`config.mk`:
```
export PLATFORM = sky130hd
export DESIGN_NAME = ti_packet_rx
export DESIGN_NICKNAME = d
export VERILOG_FILES = /design/src/rtl/ti_link_pkg.sv /design/src/rtl/ti_byte_fetch.sv /design/src/rtl/ti_packet_rx.sv
export SDC_FILE = /design/constraint.sdc
export NUM_CORES = 1
export LEC_CHECK = 0
export BUFFER_PORTS_ARGS = -buffer_cell sky130_fd_sc_hd__buf_4
export CORE_ASPECT_RATIO = 0.7
export CORE_MARGIN = 2
export CORE_UTILIZATION = 50
export CTS_CLUSTER_DIAMETER = 50
export DETAILED_ROUTE_END_ITERATION = 8
export PLACE_DENSITY_LB_ADDON = 0.08
export SLEW_MARGIN = 10
export SYNTH_ARGS = -nofsm -noshare
export SYNTH_HDL_FRONTEND = slang
export SYNTH_SLANG_ARGS = --single-unit
export TNS_END_PERCENT = 50
```
`constraint.sdc`:
```
create_clock -name i_clock -period 8.8 [get_ports i_clock]
set_input_delay 1.76 -clock i_clock [delete_from_list [all_inputs] [get_ports i_clock]]
set_output_delay 1.76 -clock i_clock [all_outputs]
set_load 0.005 [all_outputs]
```
`src/rtl/ti_link_pkg.sv`:
```
// Shared TI-link definitions: command codes, parser/fetcher state encodings
// and the helper that tells which commands carry a payload.
package ti_link_pkg;

  localparam logic [7:0] CMD_VAR  = 8'h06;
  localparam logic [7:0] CMD_DATA = 8'h15;
  localparam logic [7:0] CMD_SKIP = 8'h36;
  localparam logic [7:0] CMD_DEL  = 8'h88;
  localparam logic [7:0] CMD_REQ  = 8'hA2;
  localparam logic [7:0] CMD_RTS  = 8'hC9;
  localparam logic [7:0] CMD_ACK  = 8'h56;
  localparam logic [7:0] CMD_CTS  = 8'h09;
  localparam logic [7:0] CMD_RDY  = 8'h68;

  typedef enum logic [2:0] {
    S_MID,
    S_CID,
    S_LENL,
    S_LENH,
    S_DATA,
    S_CSL,
    S_CSH
  } parse_state_t;

  typedef enum logic {
    F_IDLE,
    F_ACK
  } fetch_state_t;

  // Commands followed by a payload and a trailing 16-bit checksum.
  function automatic logic has_data(input logic [7:0] cid);
    case (cid)
      CMD_VAR, CMD_DATA, CMD_SKIP, CMD_DEL, CMD_REQ, CMD_RTS: has_data = 1'b1;
      default:                                                has_data = 1'b0;
    endcase
  endfunction

endpackage

```
`src/rtl/ti_byte_fetch.sv`:
```
// Byte fetcher for an avail/read FIFO. Read stays high until avail is seen
// low, so every byte is taken exactly once regardless of the FIFO's ack
// latency. Emits the captured byte plus a one-cycle strobe.
module ti_byte_fetch
  import ti_link_pkg::*;
(
  input  logic       i_clock,
  input  logic       i_reset,
  input  logic [7:0] i_data,
  input  logic       i_avail,
  output logic       o_read,
  output logic [7:0] o_byte,
  output logic       o_strobe
);

  fetch_state_t state_q, state_d;

  // Handshake state register.
  // NOTE: sequential state uses non-blocking assignments so every flop samples pre-edge values.
  always_ff @(posedge i_clock or posedge i_reset) begin
    if (i_reset) state_q <= F_IDLE;
    else         state_q <= state_d;
  end

  // Next state: take a byte when offered, then wait for the FIFO to withdraw it.
  // NOTE: the default assignment first keeps this block free of inferred latches.
  always_comb begin
    state_d = state_q;
    case (state_q)
      F_IDLE:  if (i_avail)  state_d = F_ACK;
      F_ACK:   if (!i_avail) state_d = F_IDLE;
      default: state_d = F_IDLE;
    endcase
  end

  // Capture the byte and raise the strobe on the accepting edge.
  always_ff @(posedge i_clock or posedge i_reset) begin
    if (i_reset) begin
      o_byte   <= 8'h00;
      o_strobe <= 1'b0;
    end else begin
      o_strobe <= (state_q == F_IDLE) && i_avail;
      if ((state_q == F_IDLE) && i_avail) o_byte <= i_data;
    end
  end

  assign o_read = (state_q == F_ACK);

endmodule

```
`src/rtl/ti_packet_rx.sv`:
```
// TI-link packet receiver: fetches bytes from the RX FIFO, decodes the
// header, forwards the payload, checks the 16-bit sum and aborts packets
// that stall longer than c_TIMEOUT cycles between bytes.
module ti_packet_rx
  import ti_link_pkg::*;
#(
  parameter int c_TIMEOUT = 1000000
) (
  input  logic        i_clock,
  input  logic        i_reset,
  input  logic [7:0]  i_data,
  input  logic        i_avail,
  output logic        o_read,
  output logic [7:0]  o_mid,
  output logic [7:0]  o_cid,
  output logic [15:0] o_len,
  output logic        o_hdr_valid,
  output logic [7:0]  o_data,
  output logic        o_data_valid,
  output logic        o_done,
  output logic        o_csum_ok,
  output logic        o_error,
  output logic        o_busy
);

  localparam int TW = $clog2(c_TIMEOUT + 1);

  logic [7:0]   rx_byte;
  logic         strobe;
  parse_state_t state_q, state_d;
  logic [7:0]   low_q, low_d;
  logic [15:0]  sum_q, sum_d;
  logic [15:0]  cnt_q, cnt_d;
  logic [TW-1:0] tcnt_q;
  logic         timeout;
  logic [7:0]   mid_d, cid_d, data_d;
  logic [15:0]  len_d;
  logic         ok_d, hdr_d, dv_d, done_d, err_d;

  ti_byte_fetch u_fetch (
    .i_clock  (i_clock),
    .i_reset  (i_reset),
    .i_data   (i_data),
    .i_avail  (i_avail),
    .o_read   (o_read),
    .o_byte   (rx_byte),
    .o_strobe (strobe)
  );

  // A byte arriving in the expiry cycle takes priority over the abort.
  assign timeout = !strobe && (tcnt_q == TW'(c_TIMEOUT));
  assign o_busy  = (state_q != S_MID);

  // Inter-byte timeout counter, idle while waiting for a packet start.
  always_ff @(posedge i_clock or posedge i_reset) begin
    if (i_reset)                                     tcnt_q <= '0;
    else if (strobe || state_q == S_MID || timeout)  tcnt_q <= '0;
    else                                             tcnt_q <= tcnt_q + 1'b1;
  end

  // Parser state register.
  always_ff @(posedge i_clock or posedge i_reset) begin
    if (i_reset) state_q <= S_MID;
    else         state_q <= state_d;
  end

  // Next-state and next-output decode, advancing one field per byte strobe.
  always_comb begin
    state_d = state_q;
    mid_d   = o_mid;
    cid_d   = o_cid;
    len_d   = o_len;
    data_d  = o_data;
    ok_d    = o_csum_ok;
    low_d   = low_q;
    sum_d   = sum_q;
    cnt_d   = cnt_q;
    hdr_d   = 1'b0;
    dv_d    = 1'b0;
    done_d  = 1'b0;
    err_d   = 1'b0;
    if (strobe) begin
      case (state_q)
        S_MID: begin
          mid_d   = rx_byte;
          state_d = S_CID;
        end
        S_CID: begin
          cid_d   = rx_byte;
          state_d = S_LENL;
        end
        S_LENL: begin
          low_d   = rx_byte;
          state_d = S_LENH;
        end
        S_LENH: begin
          len_d = {rx_byte, low_q};
          hdr_d = 1'b1;
          sum_d = '0;
          cnt_d = '0;
          if (!has_data(o_cid)) begin
            done_d  = 1'b1;
            ok_d    = 1'b1;
            state_d = S_MID;
          end else if ({rx_byte, low_q} == 16'h0000) begin
            state_d = S_CSL;
          end else begin
            state_d = S_DATA;
          end
        end
        S_DATA: begin
          data_d = rx_byte;
          dv_d   = 1'b1;
          sum_d  = sum_q + {8'h00, rx_byte};
          cnt_d  = cnt_q + 16'd1;
          if (cnt_q + 16'd1 == o_len) state_d = S_CSL;
        end
        S_CSL: begin
          low_d   = rx_byte;
          state_d = S_CSH;
        end
        S_CSH: begin
          ok_d    = ({rx_byte, low_q} == sum_q);
          done_d  = 1'b1;
          state_d = S_MID;
        end
        default: state_d = S_MID;
      endcase
    end else if (timeout) begin
      err_d   = 1'b1;
      state_d = S_MID;
      sum_d   = '0;
      cnt_d   = '0;
    end
  end

  // Registered outputs and parser working registers.
  always_ff @(posedge i_clock or posedge i_reset) begin
    if (i_reset) begin
      o_mid        <= 8'h00;
      o_cid        <= 8'h00;
      o_len        <= 16'h0000;
      o_data       <= 8'h00;
      o_csum_ok    <= 1'b0;
      o_hdr_valid  <= 1'b0;
      o_data_valid <= 1'b0;
      o_done       <= 1'b0;
      o_error      <= 1'b0;
      low_q        <= 8'h00;
      sum_q        <= 16'h0000;
      cnt_q        <= 16'h0000;
    end else begin
      o_mid        <= mid_d;
      o_cid        <= cid_d;
      o_len        <= len_d;
      o_data       <= data_d;
      o_csum_ok    <= ok_d;
      o_hdr_valid  <= hdr_d;
      o_data_valid <= dv_d;
      o_done       <= done_d;
      o_error      <= err_d;
      low_q        <= low_d;
      sum_q        <= sum_d;
      cnt_q        <= cnt_d;
    end
  end

endmodule

```
==> key figures, run 1 <==
Drt
  – Via/cell ratio: 5.85
  – Vias: 5,074
  – Post-Route WL: 15.8 mm
  – 1st-pass router iterations: 6
  – Antenna Nets Post-Route: 0
  – DR top layer: met4
  – DRC Markers: 0
  – Routed met1 length: 7.66 mm
  – Routed length on met3: 1.01 mm
  – WL/cell: 18.2 microns
  – DRT iter0 DRCs: 537
  – Metal2 WL: 6.91 mm

Floorplanning
  – I/O pin cnt: 58
  – Die area: 13,200 sq um
  – FP Rows: 33
  – Core Box Area: 11,900 sq um
  – Die W: 137 microns
  – Starting density of the core: 52.0%
  – Die Y-Extent: 96.9 microns

Yosys
  – Synth top area share: 47.9%
  – Synth Register Bits: 118
  – Synth cell types: 54
  – Syn_nets: 677
  – Synth area leader: dfrtp_1
  – Main synth FF type: dfrtp_1
  – Number of flops mapped to enable cells by yosys: 0
  – Share of the yosys chip area belonging to registers: 47.9%
  – Syn_area_per_cell: 9.42 sq um
  – Synth area leaders: dfrtp_1 (48%), nand2_1 (6.9%), mux2_2 (5.3%), xor2_1 (4.5%), xnor2_1 (3.8%)
  – Ys async rst share: 100%
  – Syn. warnings: 0
  – Netlist Area Pre-Place: 6160 sq um
  – Mapped Cells: 654

Timing
  – Relative slew slack: 35.8%
  – Slew @ Worst Pin: 0.961 ns
  – Slew Limit Fails: 0
  – Setup TNS: 0 ns
  – Max Fclk: 283 MHz
  – Hold Fails Final Rpt: 0
  – Final setup viols: 0
  – Final Skew: 0.00669 ns
  – Minimum clock period: 3.54 ns
  – Final period utilization: 40.2%
  – RSZ-0062 raised after global routing: false

Clock network
  – Clk_lat worst skew: 0.41 ns
  – Post-CTS Setup Bufs: 0
  – Reg clk slew, reported paths: 0.06 ns
  – CTS buffer count: 17
  – CTS Buffer Depth: 2
  – Root buffer cell: clkbuf_16
  – PostCTS Resize Cnt: 0
  – Clock Sinks: 118
  – Htree depth: 4
  – # hold bufs at CTS: 0
  – CTS tree: yes

Global route
  – Vias in the first global route: 4,729
  – Global-route wire length before repair: 25.8 mm
  – Largest net degree at the start of global routing: 77
  – GRT Overall Usage: 25.3%
  – Initial antenna violation count: 0
  – GRT overflow: 0

Flow run
  – Max-Cap Viols: 0

Power and ir drop
  – Peak VDD IR: 179 uV
  – P per Cell Area: 306 nW/um^2
  – Leak Pwr: 3.33 nW
  – Total Power: 0.00225 W

Cells and area
  – Number of diodes: 0
  – Commonest non-fill, non-tap cells in the layout: dfrtp_1 (118), nand2_1 (114), buf_4 (60)
  – Most common cell after layout, fill and taps aside: dfrtp_1
  – Layout Cells excl Fill: 868
  – Layout cells sized above 1: 17.9%
  – P&R area growth vs syn: 19.2%
  – # nets final: 722
  – Post-Route Utilization: 62.0%

Place
  – GPL Wtd Cong: 0.865
  – IO Port Bufs: 57
  – Placed Instances: 837
  – HPWL after DPL: 10.6 mm

Setup path
  – Crit-path max cell delay: 0.94 ns
  – Slowest CP cell: nor2_2
  – Required time worst endpoint: 9.11 ns
  – Crit-path cells: nand2b_1, nand2b_1, buf_4, clkinv_1, nor2_2, o21ai_0, o21ai_0
  – Crit end category: flop
  – Crit path DAT: 3.85 ns
  – Max Fanout on Critical Path: 45
  – CP startpoint kind: flop
  – CP top delay family: simple AND/OR/NAND/NOR gates
  – WS Path Type: flop to flop
  – Worst Path Buf+Inv: 2

Outcome
  – Status: finished, final reports clean

Hold path
  – Worst Hold Class: flop to flop
## power by group
part / switching, W / leakage (nW) / internal (W)
combinational: 0.000298 / 1.45 / 0.000325
clock: 0.000243 / 0.325 / 0.000538
sequential: 0.000173 / 1.55 / 0.000673
## worst paths after layout
check	start	endpoint	slack, ns	cells after the start
max	state_q[0]$_DFFE_PP0P_	cnt_q[2]$_DFFE_PP0P_	5.26	7
min	tcnt_q[0]$_DFF_PP0_	tcnt_q[0]$_DFF_PP0_	0.48	1
max reg2reg	state_q[0]$_DFFE_PP0P_	cnt_q[2]$_DFFE_PP0P_	5.26	7
min reg2reg	tcnt_q[0]$_DFF_PP0_	tcnt_q[0]$_DFF_PP0_	0.48	1
max in group asynchronous	i_reset	o_data_valid$_DFF_PP0_	6.04	3
min in group asynchronous	i_reset	cnt_q[14]$_DFFE_PP0P_	1.40	2
## Yosys cell counts (5+ instances only)
cell type  number
dfrtp_1       118
nand4_1        15
o21ai_0        44
nand3_1        19
nand2b_1        8
clkbuf_1       31
xnor2_1        27
nor2b_1         5
nand2_1       114
inv_1          15
a21oi_1        17
nor3b_1         5
ha_1           11
a21o_1          7
mux2_2         29
o31ai_1        10
and3_1          7
nor4_1         11
or3_1           9
and2_1          5
nor2_1         48
nor3_1         13
xor2_1         32
## logic make-up after synthesis
group | after synthesis | share of synthesized area, %
and+or+nand+nor | 275 | 21.3
AOI/OAI and AO/OA | 109 | 11.2
adders and majority gates | 12 | 2.56
muxes | 30 | 5.46
xor gates and xnor gates | 59 | 8.39
buffers and inverters | 51 | 3.15
DFF | 118 | 47.9
## registers in the layout, summed over array words and instances, names as in the netlist
name	count
cnt_q	16
low_q	8
o_cid	8
o_csum_ok	1
o_data	8
o_data_valid	1
o_done	1
o_error	1
o_hdr_valid	1
o_len	16
o_mid	8
state_q	3
sum_q	16
tcnt_q	20
u_fetch.o_byte	8
u_fetch.o_read	1
u_fetch.o_strobe	1
## per-stage QoR
step                      worst slack (ns)  hold WS [ns]  area (sq um)
final                                 5.26         0.480          7350
after global routing                  4.98         0.493          7350
after CTS                             5.32         0.482          7350
after detailed placement              5.38         0.473          6680
after global placement                5.44         0.466          6680
after floorplan                       3.91         0.447          6160
## cell type report
cell class | instances | area, sq um
Fill cell | 971 | 4500
Multi-Input combinational cell | 485 | 3010
Sequential cell | 118 | 2950
Clock buffer | 23 | 498
Timing Repair Buffer | 60 | 450
Tap cell | 157 | 196
Clock inverter | 8 | 168
Inverter | 17 | 66.3
## worst register-to-register path, stage by stage (launching register included)
cell,delay (ns)
dfrtp_1,0.52
nand2b_1,0.21
nand2b_1,0.12
buf_4,0.44
clkinv_1,0.83
nor2_2,0.94
o21ai_0,0.24
o21ai_0,0.14
## metal layers
metal,track usage (%),vias up
met1,37.9,2514
li1,-,2370
met4,6.17,0
met2,36.3,167
met5,0,-
met3,6.81,23
No activity file was read; power rests on OpenSTA's default activity.
==> inputs of run 2 (changes only) <==
- ABC_AREA: not set -> 1
- clock period: 8.8 -> 3.6 ns (I/O delays scaled with it)
==> key figures, run 2 <==
Outcome
  – Status: finished, final reports clean

Global route
  – Global-route wire length before repair: 26.2 mm (+1.4%)
  – Largest net degree at the start of global routing: 119 (+55%)
  – Vias in the first global route: 5,111 (+8.1%)
  – GRT Overall Usage: 25.3% (about the same)
  – Initial antenna violation count: 0 (unchanged)
  – GRT overflow: 0 (unchanged)

Yosys
  – Most frequent cells after synthesis: nand2_1 (193), dfrtp_1 (118), inv_1 (100)
  – Synth area leaders: dfrtp_1 (48%), nand2_1 (12%), o21ai_0 (6.8%), inv_1 (6.1%), nor2_1 (3.4%)
  – Netlist Area Pre-Place: 6170 sq um (+0.16%)
  – Ys async rst share: 100% (unchanged)
  – Syn_nets: 797 (+18%)
  – Synth cell types: 41 (-24%)
  – Synth Register Bits: 118 (unchanged)
  – Synth top area share: 47.9% (-0.078 points)
  – Count leader, synth: nand2_1
  – Synth area leader: dfrtp_1
  – Share of the yosys chip area belonging to registers: 47.9% (-0.078 points)
  – Syn_area_per_cell: 7.97 sq um (-15%)
  – Main synth FF type: dfrtp_1
  – Syn. warnings: 0 (unchanged)
  – Mapped Cells: 774 (+18%)
  – Number of flops mapped to enable cells by yosys: 0 (unchanged)

Cells and area
  – Design area: 7350 sq um (about the same)
  – Commonest non-fill, non-tap cells in the layout: nand2_1 (193), dfrtp_1 (118), inv_1 (99)
  – Max FFs per register: 20 (unchanged)
  – P&R area growth vs syn: 19.1%
  – Largest register by flop count: tcnt_q
  – Number of diodes: 0 (unchanged)
  – Layout cells sized above 1: 14.6% (-3.3 points)
  – Most common cell after layout, fill and taps aside: nand2_1
  – # nets final: 859 (+19%)

Floorplanning
  – Die W: 137 microns (about the same)
  – Die Y-Extent: 96.9 microns (about the same)
  – Die area: 13,300 sq um (+0.15%)
  – I/O pin cnt: 58 (unchanged)
  – Starting density of the core: 51.9% (-0.096 points)
  – Core Box Area: 11,900 sq um (+0.35%)
  – FP Rows: 33 (unchanged)

Drt
  – DRT iter0 DRCs: 539 (+0.37%)
  – Post-Route WL: 15.9 mm (+0.89%)
  – DRC Markers: 0 (unchanged)
  – Vias: 5,515 (+8.7%)
  – DR top layer: met4
  – Antenna Nets Post-Route: 0 (unchanged)
  – Via/cell ratio: 5.48 (-6.2%)
  – Routed met1 length: 7.69 mm (+0.37%)
  – 1st-pass router iterations: 6 (unchanged)
  – Metal2 WL: 7.00 mm (+1.4%)
  – Routed length on met3: 1.06 mm (+4.7%)
  – WL/cell: 15.8 microns (-13%)

Clock network
  – Post-CTS Setup Bufs: 0 (unchanged)
  – Reg clk slew, reported paths: 0.07 ns (about the same)
  – PostCTS Resize Cnt: 0 (unchanged)
  – Root buffer cell: clkbuf_16
  – CTS tree: yes
  – Clock Sinks: 118 (unchanged)
  – CTS Buffer Depth: 2 (unchanged)
  – Htree depth: 4 (unchanged)
  – Clk_lat worst skew: 0.41 ns (about the same)
  – CTS buffer count: 17 (unchanged)
  – # hold bufs at CTS: 0 (unchanged)

Flow run
  – Max-Cap Viols: 0 (unchanged)

Power and ir drop
  – Peak VDD IR: 354 uV (+98%)
  – P per Cell Area: 684 nW/um^2 (+120%)
  – Leak Pwr: 3.50 nW (+5.0%)
  – Total Power: 0.00502 W (+120%)

Timing
  – Slew @ Worst Pin: 1.00 ns (+0.0383 ns)
  – Max Fclk: 406 MHz (+44%)
  – Final period utilization: 68.4% (+28 points)
  – Final Skew: 0.0106 ns (+0.00391 ns)
  – Setup TNS: 0 ns (unchanged)
  – Final setup viols: 0 (unchanged)
  – Relative slew slack: 33.1% (-2.7 points)
  – Slew Limit Fails: 0 (unchanged)
  – Minimum clock period: 2.46 ns (-1.07 ns)
  – Hold Fails Final Rpt: 0 (unchanged)
  – RSZ-0062 raised after global routing: false

Setup path
  – Crit path DAT: 2.76 ns (-1.09 ns)
  – Critical path launch point: state_q[0]$_DFFE_PP0P_
  – WS Path Type: flop to flop
  – CP startpoint kind: flop
  – Required time worst endpoint: 3.90 ns (-5.21 ns)
  – Max Fanout on Critical Path: 30 (-33%)
  – Worst reg2reg startpoint: state_q[0]$_DFFE_PP0P_
  – Crit end category: flop

Place
  – Placed cell area: 6760 sq um (+1.2%)
  – IO Port Bufs: 57 (unchanged)
  – GPL Wtd Cong: 0.934 (+7.9%)
  – HPWL after DPL: 11.4 mm (+6.9%)

Hold path
  – Hold path startpoint: i_avail
  – Worst Hold Class: input pin to flop
==> run 2: cell count changes after synthesis, moves of 18 or more <==
| cell | delta |
|---|---|
| inv_1 | +85 |
| nand3_1 | +21 |
| o21ai_0 | +40 |
| mux2_2 | -29 |
| xnor2_1 | -23 |
| nand2_1 | +79 |
| clkbuf_1 | -18 |
==> run 2: through the flow <==
step                      hold slack (ns)  setup WS, ns  util [%]  std cells
after floorplan                     0.455          1.44         -        774
after global placement              0.470          1.28      56.9        974
after detailed placement            0.475          1.17      56.9        974
after CTS                           0.402          1.16      61.8       1006
after global routing                0.397         0.921      61.8       1006
final                               0.416          1.14      61.8       1006
==> run 2: worst paths after layout <==
path | endpoint | depth (start not counted) | slack [ns]
setup / recovery | sum_q[14]$_DFFE_PP0P_ | 10 | 1.14
hold / removal | u_fetch.o_read$_DFF_PP0_ | 1 | 0.42
setup reg to reg | sum_q[14]$_DFFE_PP0P_ | 10 | 1.14
hold reg to reg | tcnt_q[0]$_DFF_PP0_ | 1 | 0.49
max in group asynchronous | o_data_valid$_DFF_PP0_ | 3 | 2.65
min in group asynchronous | o_mid[2]$_DFFE_PP0P_ | 3 | 0.47
==> run 2: routing by layer <==
metal,track usage [%],vias to the layer above
li1,-,2673
met1,38.8,2608
met2,35.9,213
met3,5.66,21
met4,6.82,0
met5,0,-
==> run 2: cells by family (layout without fill, tap and decap cells) <==
kind of cell / count (synthesis) / after routing / share of synthesized area (%)
buffers and inverters: 122 / 197 / 7.62
AND/OR/NAND/NOR: 356 / 356 / 26.0
adder cells (fa/ha/maj): 12 / 12 / 2.55
AO/OA/AOI/OAI: 144 / 144 / 12.9
flip-flops: 118 / 118 / 47.9
XOR/XNOR: 22 / 22 / 3.12
==> run 2: cell type report <==
class	count	area [sq um]
Multi-Input combinational cell	534	2750
Fill cell	1027	4540
Timing Repair Buffer	61	470
Clock inverter	15	160
Clock buffer	17	425
Sequential cell	118	2950
Inverter	104	394
Tap cell	157	196
==> run 2: power by group <==
part	leakage, nW	total [W]	internal, W	switching, W
clock network	0.284	0.00167	0.000982	0.000692
registers	1.58	0.00196	0.00163	0.000327
logic	1.64	0.00139	0.000615	0.000774
==> run 2: critical path, cell delays in order (launching register included) <==
cell     delay [ns]
dfrtp_1        0.46
nor2_1         0.11
inv_1          0.11
nor2_1         0.06
inv_1          0.05
buf_4          0.32
nand3_2        0.60
inv_2          0.37
nor3_2         0.07
xor2_1         0.15
nor2_1         0.06
